### src/rtl/send_spi_process.sv
// SPI master (mode 0) that sends a header-tagged A/B frame pair on each start
// and returns the slave's reply words captured during those frames.
module send_spi_process #(
  parameter int CLK_DIV = 5,
  parameter int GAP     = 20
) (
  input  logic        clk_100,
  input  logic        RST,
  input  logic        start,
  input  logic [15:0] tx_data1,
  input  logic [15:0] tx_data2,
  output logic [15:0] rx_data1,
  output logic [15:0] rx_data2,
  output logic        busy,
  output logic        done,
  output logic        Send_SPICLK,
  output logic        Send_SPISIMO,
  input  logic        Send_SPISOMI,
  output logic        Send_SPISTE
);

  localparam logic [7:0]  DIV_LOAD = 8'(CLK_DIV - 1);
  localparam logic [15:0] GAP_LOAD = 16'(GAP - 1);

  typedef enum logic [2:0] {
    IDLE,
    LEAD,
    SHIFT,
    TRAIL,
    GAP_A,
    GAP_B
  } state_t;

  state_t      state_reg, state_next;
  logic        frame_b_reg, frame_b_next;
  logic [7:0]  div_cnt_reg, div_cnt_next;
  logic [15:0] gap_cnt_reg, gap_cnt_next;
  logic [4:0]  bit_cnt_reg, bit_cnt_next;
  logic [15:0] tx_shift_reg, tx_shift_next;
  logic [15:0] word_b_reg, word_b_next;
  logic [15:0] rx_shift_reg, rx_shift_next;
  logic        sck_reg, sck_next;
  logic        mosi_reg, mosi_next;
  logic        ste_reg, ste_next;
  logic        busy_reg, busy_next;
  logic        done_reg, done_next;
  logic [15:0] rx1_reg, rx1_next;
  logic [15:0] rx2_reg, rx2_next;

  logic [15:0] word_a;
  logic [15:0] word_b;
  logic        unused_hdr_bits;

  // The payload's top two bits are replaced by the frame header.
  assign word_a          = {2'b01, tx_data1[13:0]};
  assign word_b          = {2'b10, tx_data2[13:0]};
  assign unused_hdr_bits = ^{tx_data1[15:14], tx_data2[15:14]};

  always_ff @(posedge clk_100 or posedge RST) begin
    if (RST) begin
      state_reg    <= IDLE;
      frame_b_reg  <= 1'b0;
      div_cnt_reg  <= '0;
      gap_cnt_reg  <= '0;
      bit_cnt_reg  <= '0;
      tx_shift_reg <= '0;
      word_b_reg   <= '0;
      rx_shift_reg <= '0;
      sck_reg      <= 1'b0;
      mosi_reg     <= 1'b0;
      ste_reg      <= 1'b1;
      busy_reg     <= 1'b0;
      done_reg     <= 1'b0;
      rx1_reg      <= '0;
      rx2_reg      <= '0;
    end else begin
      state_reg    <= state_next;
      frame_b_reg  <= frame_b_next;
      div_cnt_reg  <= div_cnt_next;
      gap_cnt_reg  <= gap_cnt_next;
      bit_cnt_reg  <= bit_cnt_next;
      tx_shift_reg <= tx_shift_next;
      word_b_reg   <= word_b_next;
      rx_shift_reg <= rx_shift_next;
      sck_reg      <= sck_next;
      mosi_reg     <= mosi_next;
      ste_reg      <= ste_next;
      busy_reg     <= busy_next;
      done_reg     <= done_next;
      rx1_reg      <= rx1_next;
      rx2_reg      <= rx2_next;
    end
  end

  always_comb begin
    state_next    = state_reg;
    frame_b_next  = frame_b_reg;
    div_cnt_next  = div_cnt_reg;
    gap_cnt_next  = gap_cnt_reg;
    bit_cnt_next  = bit_cnt_reg;
    tx_shift_next = tx_shift_reg;
    word_b_next   = word_b_reg;
    rx_shift_next = rx_shift_reg;
    sck_next      = sck_reg;
    mosi_next     = mosi_reg;
    ste_next      = ste_reg;
    busy_next     = busy_reg;
    done_next     = 1'b0;
    rx1_next      = rx1_reg;
    rx2_next      = rx2_reg;

    case (state_reg)
      IDLE: begin
        if (start) begin
          state_next    = LEAD;
          frame_b_next  = 1'b0;
          tx_shift_next = word_a;
          word_b_next   = word_b;
          mosi_next     = word_a[15];
          ste_next      = 1'b0;
          busy_next     = 1'b1;
          div_cnt_next  = DIV_LOAD;
          bit_cnt_next  = '0;
          rx_shift_next = '0;
        end
      end

      // LEAD doubles as the low half of the first bit period.
      LEAD: begin
        if (div_cnt_reg == 8'd0) begin
          state_next    = SHIFT;
          sck_next      = 1'b1;
          rx_shift_next = {rx_shift_reg[14:0], Send_SPISOMI};
          div_cnt_next  = DIV_LOAD;
        end else begin
          div_cnt_next = div_cnt_reg - 8'd1;
        end
      end

      SHIFT: begin
        if (div_cnt_reg == 8'd0) begin
          div_cnt_next = DIV_LOAD;
          if (sck_reg) begin
            sck_next = 1'b0;
            if (bit_cnt_reg == 5'd15) begin
              state_next = TRAIL;
            end else begin
              bit_cnt_next  = bit_cnt_reg + 5'd1;
              mosi_next     = tx_shift_reg[14];
              tx_shift_next = tx_shift_reg << 1;
            end
          end else begin
            sck_next      = 1'b1;
            rx_shift_next = {rx_shift_reg[14:0], Send_SPISOMI};
          end
        end else begin
          div_cnt_next = div_cnt_reg - 8'd1;
        end
      end

      TRAIL: begin
        if (div_cnt_reg == 8'd0) begin
          ste_next     = 1'b1;
          gap_cnt_next = GAP_LOAD;
          if (frame_b_reg) begin
            rx2_next   = rx_shift_reg;
            done_next  = 1'b1;
            state_next = GAP_B;
          end else begin
            rx1_next   = rx_shift_reg;
            state_next = GAP_A;
          end
        end else begin
          div_cnt_next = div_cnt_reg - 8'd1;
        end
      end

      GAP_A: begin
        if (gap_cnt_reg == 16'd0) begin
          state_next    = LEAD;
          frame_b_next  = 1'b1;
          tx_shift_next = word_b_reg;
          mosi_next     = word_b_reg[15];
          ste_next      = 1'b0;
          div_cnt_next  = DIV_LOAD;
          bit_cnt_next  = '0;
          rx_shift_next = '0;
        end else begin
          gap_cnt_next = gap_cnt_reg - 16'd1;
        end
      end

      GAP_B: begin
        if (gap_cnt_reg == 16'd0) begin
          state_next = IDLE;
          busy_next  = 1'b0;
          mosi_next  = 1'b0;
        end else begin
          gap_cnt_next = gap_cnt_reg - 16'd1;
        end
      end

      default: begin
        state_next = IDLE;
      end
    endcase
  end

  assign rx_data1     = rx1_reg;
  assign rx_data2     = rx2_reg;
  assign busy         = busy_reg;
  assign done         = done_reg;
  assign Send_SPICLK  = sck_reg;
  assign Send_SPISIMO = mosi_reg;
  assign Send_SPISTE  = ste_reg;

endmodule

### config.mk
export PLATFORM = sky130hd
export DESIGN_NAME = send_spi_process
export DESIGN_NICKNAME = d
export VERILOG_FILES = /design/src/rtl/send_spi_process.sv
export SDC_FILE = /design/constraint.sdc
export NUM_CORES = 1
export LEC_CHECK = 0
export CAP_MARGIN = 20
export CELL_PAD_IN_SITES_DETAIL_PLACEMENT = 1
export CELL_PAD_IN_SITES_GLOBAL_PLACEMENT = 1
export CORE_ASPECT_RATIO = 1.2
export CORE_UTILIZATION = 47
export DETAILED_ROUTE_END_ITERATION = 10
export GPL_ROUTABILITY_DRIVEN = 0
export PLACE_DENSITY_LB_ADDON = 0.3
export SKIP_CTS_REPAIR_TIMING = 1
export SYNTH_ARGS = -nofsm -noshare
export SYNTH_HDL_FRONTEND = slang
export SYNTH_SLANG_ARGS = --single-unit
### constraint.sdc
create_clock -name clk_100 -period 8 [get_ports clk_100]
set_input_delay 2 -clock clk_100 [delete_from_list [all_inputs] [get_ports clk_100]]
set_output_delay 2 -clock clk_100 [all_outputs]
set_load 0.03 [all_outputs]
==> results of run 1 <==
worst min-delay path by stage:
stage | startpoint | end | slack [ps] | depth (start not counted)
2_1_floorplan | word_b_reg[15]$_DFFE_PP0P_ | word_b_reg[15]$_DFFE_PP0P_ | 440 | 1
4_1_cts | busy$_DFFE_PP0P_ | busy$_DFFE_PP0P_ | 480 | 1
3_5_place_dp | busy$_DFFE_PP0P_ | busy$_DFFE_PP0P_ | 470 | 1
5_1_grt | word_b_reg[15]$_DFFE_PP0P_ | word_b_reg[15]$_DFFE_PP0P_ | 500 | 1
3_3_place_gp | word_b_reg[15]$_DFFE_PP0P_ | word_b_reg[15]$_DFFE_PP0P_ | 450 | 1
6_report | busy$_DFFE_PP0P_ | busy$_DFFE_PP0P_ | 480 | 1
routing by layer:
metal  vias to the layer above  wire, um  GRT usage (%)
li1                       1865         -              -
met1                      2136      6030           31.4
met2                        83      7720           44.5
met3                        28       468           6.88
met4                         0       389           11.5
met5                         -         0              0
stage by stage:
stage / power [uW] / setup slack, ps / std cells / hold WS [ps]
2_1_floorplan: 1520 / 2930 / 469 / 440
3_3_place_gp: 1700 / 3760 / 674 / 454
3_5_place_dp: 1740 / 3630 / 674 / 469
4_1_cts: 2550 / 4060 / 706 / 481
5_1_grt: 2680 / 4240 / 708 / 503
6_report: 2540 / 4300 / 708 / 478
cells in the mapped netlist (2+ instances only):
cell | instances | area share (%)
buf_4 | 2 | 0.27
nand2_1 | 47 | 3.2
mux2i_1 | 2 | 0.37
o2111ai_1 | 2 | 0.32
nand3b_1 | 2 | 0.27
buf_2 | 3 | 0.27
o211ai_1 | 3 | 0.41
nor4_2 | 2 | 0.46
o21ai_0 | 20 | 1.8
nand2b_1 | 8 | 0.91
or4b_1 | 2 | 0.37
and3_1 | 5 | 0.57
o31a_1 | 2 | 0.32
clkbuf_1 | 14 | 0.96
or3_1 | 7 | 0.80
inv_1 | 7 | 0.48
nor2b_1 | 2 | 0.23
nand3_1 | 6 | 0.55
a22oi_1 | 13 | 1.8
dfrtp_1 | 115 | 53
xnor2_1 | 7 | 1.1
ha_1 | 5 | 1.1
nor2_1 | 25 | 1.7
mux2_4 | 7 | 1.9
nor3b_2 | 2 | 0.46
a31oi_1 | 4 | 0.46
a21oi_1 | 10 | 0.91
o31ai_1 | 4 | 0.55
a22o_1 | 20 | 3.2
mux2_2 | 55 | 11
xor2_1 | 3 | 0.48
nor3_1 | 11 | 1.0
nor2_4 | 2 | 0.41
buf_1 | 2 | 0.14
a221o_1 | 2 | 0.37
nand4_1 | 2 | 0.23
a21o_1 | 2 | 0.27
nor4_1 | 5 | 0.57
nor3b_1 | 3 | 0.41
o22ai_1 | 3 | 0.34
or4_1 | 5 | 0.69
area by class of cell:
| type | count | area (sq um) | area share [%] |
|---|---|---|---|
| Multi-Input combinational cell | 322 | 2440 | 35.3 |
| Inverter | 8 | 32.5 | 0.470 |
| Clock buffer | 18 | 439 | 6.34 |
| Timing Repair Buffer | 76 | 748 | 10.8 |
| Tap cell | 154 | 193 | 2.78 |
| Clock inverter | 14 | 160 | 2.31 |
| Sequential cell | 116 | 2900 | 42.0 |
cell families (layout without fill, tap and decap cells):
group | Yosys count | count (layout)
buf+inv | 31 | 116
simple gates | 146 | 146
xor+xnor | 10 | 10
compound gates | 97 | 97
fa+ha+maj | 5 | 5
flops | 116 | 116
mux | 64 | 64
power by group through the flow:
stage               Clock (uW)  Sequential (uW)  Combinational, uW
floorplan                    0              846                672
global placement             0              892                807
detailed placement           0              903                842
CTS                        784              902                865
global route               804              925                950
finish                     774              906                864
==> results.py, run 1 <==
metrics = {
    "outcome": {
        "status": "finished clean",
    },
    "floorplanning": {
        "ios": 73,
        "core_area_sq_mm": 0.0112,
        "start_util_pct": 48.9,
        "dieArea_sq_mm": 0.0121,
        "rows": 42,
        "die_y_um": 120,
        "die_w_um": 101,
    },
    "pwr": {
        "p_per_area_mw_per_mm2": 368,
        "swShare_pct": 36.9,
        "intPower_uw": 1610,
        "combinationalPowerShare_pct": 34.0,
        "clkPwrFrac_pct": 30.4,
        "peakVddDrop_mv": 0.216,
        "p_leak_uw": 0.00309,
        "pwr-share-seq_pct": 35.6,
        "p_sw_uw": 938,
    },
    "yosys": {
        "yosys.area_share.simple_pct": 14.9,
        "ys_async_sr_fraction_pct": 100,
        "syn_nets": 510,
        "synth_cell_types": 67,
        "avgSynthCellArea_sq_um": 11.7,
        "synth_edf_count": 0,
        "synth_xor_area_share_pct": 1.60,
        "yosysSeqAreaShare_pct": 53.1,
        "synth-main-ff-cell": "dfrtp_1",
        "synth_top_family_by_area": "simple AND/OR/NAND/NOR gates",
        "synth_warnings": 0,
        "ys_seq_elements": 116,
        "synthAdderAreaFrac_pct": 1.14,
        "synthMuxAreaShare_pct": 13.6,
        "synth_compound_area_share_pct": 13.1,
        "syn_area_sq_mm": 0.00547,
        "synthCells": 469,
    },
    "critical_path": {
        "endpoint_kind": "primary output",
        "path_depth": 1,
        "ff2ff_path_depth": 7,
        "worstReg2RegStart": "div_cnt_reg[0]$_DFFE_PP0P_",
        "start_kind": "flop",
        "critPathSlowestCell": "clkdlybuf4s50_1",
        "critical-path-top-delay-family": "buffers and inverters",
        "worstPathRequired_ps": 6000,
        "path_cells": "clkdlybuf4s50_1",
        "endpoint": "Send_SPICLK",
        "r2r_setup_slack_ps": 5030,
        "path_max_fanout": 9,
        "reg2reg_to": "rx_data1[3]$_DFFE_PP0P_",
        "path_buf_inv": 1,
        "arrival_ps": 1700,
        "cp-startpoint": "Send_SPICLK$_DFFE_PP0P_",
        "worstSetupPathType": "reg2out",
        "cpPeakStageDelay_ps": 760,
    },
    "clock_network": {
        "numCtsBuffers": 17,
        "path_clk_slew_ps": 50,
        "clk-insertion-delay-late_ps": 430,
        "h-tree-depth": 4,
        "cts_num_sinks": 116,
        "clk_path_buf_depth": 2,
        "cts_root_buffer": "clkbuf_16",
        "cts_tree": "done",
    },
    "placement": {
        "dp_hpwl_um": 8990,
        "numPortBuffers": 68,
        "dpl_cell_area_sq_mm": 0.00630,
    },
    "sta": {
        "setup_tns_ps": 0,
        "worst_pin_slew_ps": 1010,
        "skew_ps": 10.9,
        "finalMaxSlewViolations": 0,
        "max_freq_mhz": 270,
        "finalHoldViolCount": 0,
        "setup_viol": 0,
        "rsz0062_at_grt": "no",
        "slew_headroom_pct": 32.1,
        "period_share_pct": 46.2,
        "period_minus_slack_ps": 3700,
    },
    "routing": {
        "vias": 4112,
        "routedWlPerCell_um": 20.6,
        "drt_iter0_markers": 222,
        "wirelength_um": 14600,
        "antenna_left": 0,
        "dr.pass1.iters": 4,
        "viasPerCell": 5.81,
        "drc": 0,
    },
    "cells_and_area": {
        "fill_cells": 1140,
        "syn2layout_area_growth_pct": 26.5,
        "layout_common_cells": "115 x dfrtp_1, 68 x clkdlybuf4s50_1, 55 x mux2_2",
        "antenna_cells": 0,
        "drive_above_1_share_pct": 22.9,
        "post-route-util_pct": 61.8,
        "stdcell_area_sq_mm": 0.00692,
        "final_common_cell": "dfrtp_1",
        "fin_nets": 582,
    },
    "min_path": {
        "hold_class": "reg2reg",
    },
    "global_routing": {
        "grt_pass1_vias": 4551,
        "antenna_found_initial": 0,
        "grt_remaining_overflow": 0,
        "grt_max_degree": 71,
        "grt_pass1_wl_um": 23700,
        "track_usage_pct": 26.3,
    },
    "run": {
        "maxCapViolCount": 0,
    },
}
Note: power is estimated with default switching activity, not from simulation.
==> inputs of run 2 (changes only) <==
- CORE_UTILIZATION: 47 -> 40
- clock period: 8 -> 3.3 ns (I/O delays scaled with it)
==> results.py, run 2 (synthesized netlist as in run 1, its figures left out) <==
metrics = {
    "global_routing": {
        "track_usage_pct": 21.8,
        "grt_util_met2_pct": 36.8,
        "grt_pass1_wl_um": 23300,
        "grt_remaining_overflow": 0,
        "grt_pass1_vias": 4499,
        "busiest_layer": "met2",
        "antenna_found_initial": 0,
        "grt_max_degree": 54,
        "grt_use_met3_pct": 6.69,
        "grtUsageMet1_pct": 26.7,
    },
    "routing": {
        "routedWlPerCell_um": 19.0,
        "drc": 0,
        "drt_iter0_markers": 153,
        "antenna_left": 0,
        "vias": 4061,
        "viasPerCell": 5.58,
        "dr.pass1.iters": 4,
        "wirelength_um": 13800,
    },
    "floorplanning": {
        "dieArea_sq_mm": 0.0142,
        "ios": 73,
        "die_y_um": 130,
        "die_w_um": 109,
        "start_util_pct": 41.2,
        "core_area_sq_mm": 0.0133,
        "rows": 46,
    },
    "min_path": {
        "hold_class": "reg2reg",
        "whs_path_depth": 1,
        "hold_end": "word_b_reg[15]$_DFFE_PP0P_",
        "worstHoldStart": "word_b_reg[15]$_DFFE_PP0P_",
    },
    "pwr": {
        "intPower_uw": 3990,
        "pwr-share-seq_pct": 34.4,
        "design_power_total_uw": 6230,
        "p_leak_uw": 0.00313,
        "p_sw_uw": 2240,
        "clkPwrFrac_pct": 31.0,
        "p_per_area_mw_per_mm2": 886,
        "peakVddDrop_mv": 0.427,
        "combinationalPowerShare_pct": 34.7,
        "swShare_pct": 36.0,
    },
    "cells_and_area": {
        "syn2layout_area_growth_pct": 28.4,
        "antenna_cells": 0,
        "post-route-util_pct": 52.9,
        "final_common_cell": "dfrtp_1",
        "final_cells": 728,
        "layout_common_cells": "115 x dfrtp_1, 68 x clkdlybuf4s50_1, 55 x mux2_2",
        "fin_nets": 589,
        "drive_above_1_share_pct": 23.4,
    },
    "clock_network": {
        "cts_root_buffer": "clkbuf_16",
        "numCtsBuffers": 17,
        "path_clk_slew_ps": 60,
        "cts_num_sinks": 116,
        "clk_path_buf_depth": 2,
        "cts_tree": "done",
        "h-tree-depth": 4,
        "clk-insertion-delay-late_ps": 410,
    },
    "placement": {
        "numPortBuffers": 68,
        "dp_hpwl_um": 9000,
        "dp.cells": 696,
    },
    "critical_path": {
        "worstSetupPathType": "reg2reg",
        "path_max_fanout": 16,
        "r2r_setup_slack_ps": 520,
        "critPathSlowestCell": "or4b_1",
        "endpoint_kind": "flop",
        "start_kind": "flop",
        "ff2ff_path_depth": 8,
        "worstPathRequired_ps": 3600,
        "critPathMostFrequentCell": "nor2_4",
        "worstReg2RegStart": "div_cnt_reg[0]$_DFFE_PP0P_",
        "arrival_ps": 3070,
        "path_buf_inv": 2,
        "path_cells": "inv_1 -> ha_1 -> or4b_1 -> nor2_4 -> nand3_2 -> nor2_4 -> buf_4 -> mux2_2",
        "critical-path-top-delay-family": "simple AND/OR/NAND/NOR gates",
        "cpPeakStageDelay_ps": 680,
        "reg2reg_to": "rx_data1[4]$_DFFE_PP0P_",
    },
    "sta": {
        "setup_tns_ps": 0,
        "period_minus_slack_ps": 2780,
        "rsz0062_at_grt": "no",
        "worst_pin_slew_ps": 674,
        "period_share_pct": 84.1,
        "finalMaxSlewViolations": 0,
        "slew_headroom_pct": 54.9,
        "finalHoldViolCount": 0,
        "skew_ps": 8.64,
        "max_freq_mhz": 360,
        "holdWs_ps": 469,
        "setup_viol": 0,
    },
    "run": {
        "maxCapViolCount": 0,
    },
    "outcome": {
        "status": "finished clean",
    },
}
run 2: changes by cell type in the layout (fill, tap and decap cells not counted):
cell | before | now
clkbuf_1 | 0 | 2
buf_6 | 2 | 1
buf_4 | 6 | 12
clkinv_4 | 1 | 2
clkbuf_8 | 1 | 0
inv_6 | 1 | 2
bufinv_16 | 3 | 4
inv_4 | 1 | 0
clkinv_2 | 6 | 2
buf_12 | 0 | 2
run 2: cell type report:
cell class,instances,area [sq um]
Clock buffer,19,433
Inverter,8,33.8
Fill cell,1365,6270
Timing Repair Buffer,83,822
Multi-Input combinational cell,322,2440
Clock inverter,12,180
Sequential cell,116,2900
Tap cell,168,210
run 2: stage by stage:
| stage | setup slack, ps | instance area [sq um] |
|---|---|---|
| global route | 351 | 7030 |
| global placement | 573 | 6400 |
| detailed placement | 483 | 6400 |
| CTS | 490 | 7020 |
| floorplan | 840 | 5480 |
| finish | 524 | 7030 |
run 2: worst max-delay path by stage:
stage | to | cells after the start | slack, ps | start
after CTS | rx_data1[4]$_DFFE_PP0P_ | 8 | 490 | div_cnt_reg[0]$_DFFE_PP0P_
after detailed placement | rx_data1[4]$_DFFE_PP0P_ | 8 | 480 | div_cnt_reg[0]$_DFFE_PP0P_
after global placement | rx_data1[6]$_DFFE_PP0P_ | 8 | 570 | div_cnt_reg[0]$_DFFE_PP0P_
final | rx_data1[4]$_DFFE_PP0P_ | 8 | 520 | div_cnt_reg[0]$_DFFE_PP0P_
after floorplan | tx_shift_reg[0]$_DFFE_PP0P_ | 8 | 840 | bit_cnt_reg[0]$_DFFE_PP0P_
after global routing | rx_data1[14]$_DFFE_PP0P_ | 8 | 350 | div_cnt_reg[0]$_DFFE_PP0P_
run 2: layer usage:
layer	share of wire, %	wire length, um
met1	43	5950
met2	52	7190
met5	0	0
met3	3.8	524
met4	1.2	170
run 2: power by group through the flow:
stage	Combinational, uW	Sequential [uW]	Clock (uW)
after floorplan	1630	2050	0
after global placement	2040	2120	0
after detailed placement	2120	2160	0
after CTS	2170	2140	1970
after global routing	2410	2200	2030
final	2160	2140	1930
